--- config.mk ---
export PLATFORM = sky130hd
export DESIGN_NAME = count_uptimer
export DESIGN_NICKNAME = d
export VERILOG_FILES = /design/src/rtl/count_uptimer.sv
export SDC_FILE = /design/constraint.sdc
export NUM_CORES = 1
export LEC_CHECK = 0
export CORE_MARGIN = 8
export CORE_UTILIZATION = 30
export CTS_BUF_LIST = sky130_fd_sc_hd__clkbuf_8
export DETAILED_ROUTE_END_ITERATION = 6
export SYNTH_ARGS = -nofsm -noshare
export SYNTH_HDL_FRONTEND = slang
export SYNTH_SLANG_ARGS = --single-unit
--- constraint.sdc ---
create_clock -name clk -period 7 [get_ports clk]
set_input_delay 1.75 -clock clk [delete_from_list [all_inputs] [get_ports clk]]
set_output_delay 1.75 -clock clk [all_outputs]
set_load 0.05 [all_outputs]
--- src/rtl/count_uptimer.sv ---
// Up-counting timer: latches a terminal value, counts up by prescaled ticks, inc pulses or doubling.
// Optional build macro UPTIMER_IRQ_EN adds a one-cycle done_pulse output.
//
// state   | meaning
// --------+-----------------------------------------------------------
// S_IDLE  | after reset, waiting for a latch
// S_ARMED | terminal loaded, manual inc/mul2 only
// S_RUN   | manual ops plus prescaled auto ticks
// S_DONE  | value frozen at terminal, full=1; left only by latch or rst
module count_uptimer #(
    parameter int WIDTH    = 8,
    parameter int PRESCALE = 4
) (
    input  logic             clk,
    input  logic             rst,
    input  logic [WIDTH-1:0] in,
    input  logic             latch,
    input  logic             start,
    input  logic             inc,
    input  logic             mul2,
    output logic [WIDTH-1:0] value,
    output logic             full,
    output logic             busy,
`ifdef UPTIMER_IRQ_EN
    output logic             done_pulse,
`endif
    output logic             overflow
);

    typedef enum logic [1:0] {
        S_IDLE  = 2'd0,
        S_ARMED = 2'd1,
        S_RUN   = 2'd2,
        S_DONE  = 2'd3
    } state_t;

    localparam logic [7:0] PRESC_LAST = 8'(PRESCALE - 1);

    state_t           state;
    state_t           state_nxt;
    logic [7:0]       presc;
    logic [7:0]       presc_nxt;
    logic [WIDTH-1:0] terminal;
    logic [WIDTH-1:0] term_nxt;
    logic [WIDTH-1:0] value_nxt;
    logic             ovf_nxt;
    logic [WIDTH:0]   next_calc;
    logic             active;
    logic             tick;
    logic             hit;

    assign active = (state == S_ARMED) || (state == S_RUN);
    assign tick   = (state == S_RUN) && (presc == PRESC_LAST);

    // One extra bit so a doubling that shifts out a 1 is both seen and saturates.
    always_comb begin
        next_calc = '0;
        if (mul2)
            next_calc = {value, 1'b0};
        else
            next_calc = {1'b0, value} + {{WIDTH{1'b0}}, inc} + {{WIDTH{1'b0}}, tick};
        hit = active && (next_calc >= {1'b0, terminal});
    end

    always_ff @(posedge clk) begin
        if (rst)
            state <= S_IDLE;
        else
            state <= state_nxt;
    end

    always_comb begin
        state_nxt = state;
        if (latch) begin
            state_nxt = (in == '0) ? S_DONE : S_ARMED;
        end else begin
            case (state)
                S_ARMED: begin
                    if (hit)
                        state_nxt = S_DONE;
                    else if (start)
                        state_nxt = S_RUN;
                end
                S_RUN: begin
                    if (hit)
                        state_nxt = S_DONE;
                end
                default: state_nxt = state;
            endcase
        end
    end

    always_comb begin
        value_nxt = value;
        ovf_nxt   = overflow;
        presc_nxt = presc;
        term_nxt  = terminal;
        if (latch) begin
            term_nxt  = in;
            value_nxt = '0;
            ovf_nxt   = 1'b0;
            presc_nxt = '0;
        end else if (active) begin
            if (mul2 && next_calc[WIDTH])
                ovf_nxt = 1'b1;
            value_nxt = hit ? terminal : next_calc[WIDTH-1:0];
            // The prescaler keeps wrapping even when a coincident mul2 swallows the tick.
            if (state == S_RUN)
                presc_nxt = tick ? 8'd0 : presc + 8'd1;
            else if (start)
                presc_nxt = '0;
        end
    end

    always_ff @(posedge clk) begin
        if (rst) begin
            value    <= '0;
            terminal <= '0;
            presc    <= '0;
            overflow <= 1'b0;
            full     <= 1'b0;
            busy     <= 1'b0;
        end else begin
            value    <= value_nxt;
            terminal <= term_nxt;
            presc    <= presc_nxt;
            overflow <= ovf_nxt;
            full     <= (state_nxt == S_DONE);
            busy     <= (state_nxt == S_RUN);
        end
    end

`ifdef UPTIMER_IRQ_EN
    // A fresh latch into DONE counts as a new entry; idling in DONE does not.
    always_ff @(posedge clk) begin
        if (rst)
            done_pulse <= 1'b0;
        else
            done_pulse <= (state_nxt == S_DONE) && ((state != S_DONE) || latch);
    end
`endif

endmodule

==> results.ini <==
[global_route]
grt_usage_pct = 10.5
grt_pass1_vias = 1521
gr-total-overflow = 0
grt_pass1_wl_um = 7390
antenna_found_initial = 0
grt_max_degree = 18

[timing]
fin_crit_ns = 4.71
setup_viol = 0
worstMarginPinSlew_ns = 0.670
finClkSkew_ns = 0.00732
layout_setup_ws_ns = 2.29
max_slew_margin_pct = 55.2
fmax_mhz = 212
slew_violations = 0
fin_setup_tns_ns = 0
hold_viol = 0
fin_crit_sh_pct = 67.3
rsz0062_at_grt = no

[min_path]
min_path_type = flip-flop to flip-flop
holdPathStages = 2

[logic_synthesis]
netlist.area_leader.share_pct = 32.2
synthAdderAreaFrac_pct = 9.42
syn_area_per_cell_um2 = 8.13
ys_warn_count = 0
synth_common_cells = dfxtp_1 (29), nor2_1 (25), o21ai_0 (18)
seq_area_frac_synth_pct = 32.2
dominantRegCellSynth = dfxtp_1
synth_compound_area_share_pct = 19.7
synthMuxAreaShare_pct = 5.61
ys_types = 45
syn_area_um2 = 1810
yosysMostFrequentCell = dfxtp_1
synthSimpleGateAreaFrac_pct = 23.3
ys_ff_latch = 29
yosys.area.top_type = dfxtp_1
mappedNetlistNets = 249
synth_xor_area_share_pct = 3.40
async_flop_share_pct = 0
ys_top_cells_by_area = dfxtp_1 (32%), ha_1 (8.3%), nor2_1 (5.2%)
synthCells = 222
synth_edf_count = 0
synth_top_family_by_area = simple AND/OR/NAND/NOR gates

[clocking]
clkTransAtPathRegs_ns = 0.07
cts_setup_buffers = 0
clockBufferDepth = 2
cts_tree = yes
clockRootBuffer = clkbuf_8
clock_latency_ns = 0.28
numCtsBuffers = 5
cts_sinks = 29
ctsHoldBuffers = 0
cts_max_level = 2
cts_resized = 0

[detailed_routing]
dr.first_iter.drc_count = 127
wl_per_cell_um = 13.8
vias = 1642
finalWirelength_um = 4380
postRouteAntennaNets = 0
drtPass1Iterations = 4
viasPerCell = 5.16
drc = 0

[setup_path]
critical_path_peak_fanout = 9
cp-start-kind = input pin
cp.arrival_ns = 4.92
end_kind = flip-flop
cp.required_ns = 7.21
criticalPathCategory = input pin to flip-flop
reg2reg_depth = 15

[floorplanning]
die-area_um2 = 8760
die_w_um = 93.6
die_h_um = 93.6
io_pins = 25
core_area_um2 = 5890
fp-row-count = 28
initial_core_util_pct = 30.7

[pwr]
ir_drop_v = 0.000106
p_leak_nw = 0.786
powerDensity_nw_per_um2 = 178

[final_layout]
area_growth_pct = 20.2
drive_above_1_share_pct = 8.23
layout.nets = 269
fin_cells = 318
fillCellCount = 651
n_antenna_cell = 0
fin_util_pct = 36.9

[placement]
place_ws_ns = 2.03
port_buffers = 24
gp_congestion = 0.807
post-dp-hpwl_um = 3400
dp.cells = 310

[job]
drv_cap = 0

[run_status]
run_status = completed

report_power, final:
part / total (W) / leakage (nW) / switching, W / internal [W]
combinational: 0.0000772 / 0.501 / 0.0000471 / 0.0000301
clock: 0.000131 / 0.0491 / 0.0000636 / 0.0000672
sequential: 0.000178 / 0.236 / 0.00000715 / 0.000171
total: 0.000386 / 0.786 / 0.000118 / 0.000268
worst max-delay path, cell delays in order:
cell             delay (ns)
clkdlybuf4s50_1        0.45
inv_1                  0.05
fa_1                   0.44
inv_1                  0.08
ha_1                   0.20
nand4_1                0.20
mux2i_1                0.17
a21oi_1                0.22
ha_1                   0.29
o211ai_1               0.21
o211ai_1               0.30
or3_1                  0.39
a31oi_1                0.15
layer usage:
metal / part of all wire (%) / wire [um] / vias to the layer above / GRT usage, %
met5: 0 / 0 / - / 0
met4: 0.53 / 23 / 0 / 2.77
met3: 7.5 / 329 / 2 / 3.37
met2: 43 / 1880 / 50 / 14.8
met1: 49 / 2150 / 758 / 14.7
li1: - / - / 832 / -
logic make-up after synthesis:
logic type,count (synthesis)
AOI/OAI and AO/OA,54
xor gates and xnor gates,7
adders and majority gates,13
buffers and inverters,28
DFF,29
muxes,10
and+or+nand+nor,81
layout make-up:
cell class	count	area [um2]	share of cell area (%)
timing repair buffer	24	240	11.1
sequential	29	581	26.8
inverter	17	63.8	2.94
clock inverter	3	13.8	0.634
tap	75	93.8	4.33
multi-input combinational	165	1110	51.1
clock buffer	5	68.8	3.17
through the flow:
stage | instance area [um2] | total power, W | hold slack, ns
floorplan | 1810 | 0.000235 | 0.447
CTS | 2170 | 0.000390 | 0.480
finish | 2170 | 0.000386 | 0.480
global placement | 2090 | 0.000258 | 0.465
detailed placement | 2090 | 0.000259 | 0.470
global route | 2170 | 0.000409 | 0.528
final timing paths:
kind	slack, ns	endpoint	start
setup / recovery	2.29	value[0]$_SDFFE_PP0N_	inc
setup reg to reg	2.99	value[0]$_SDFFE_PP0N_	presc[0]$_SDFFE_PP0P_
hold reg to reg	0.48	presc[1]$_SDFFE_PP0P_	presc[1]$_SDFFE_PP0P_
hold / removal	0.48	presc[1]$_SDFFE_PP0P_	presc[1]$_SDFFE_PP0P_
registers in the layout, summed over array words and instances, names as in the netlist, named ones only:
| name | count |
|---|---|
| presc | 8 |
| value | 8 |
| terminal | 8 |
| state | 1 |
| full | 1 |
| overflow | 1 |
| busy | 1 |
cells in the final DEF (no fill, tap or decap), types with 2 or more instances in the layout:
cell,count
clkdlybuf4s50_1,24
nand2_1,15
dfxtp_1,29
clkinv_2,2
or3_1,3
o211ai_1,5
o21ai_0,18
o21a_1,2
a21oi_1,10
nand4_1,7
xor2_1,3
ha_1,12
nor2_1,25
nand4b_1,2
mux2i_1,9
nand3_1,15
xnor2_1,4
inv_1,18
a31oi_1,6
clkbuf_8,5
nor4b_1,2
nand2b_1,2
or2_2,2
a31o_2,2
No activity file was read; power rests on OpenSTA's default activity.
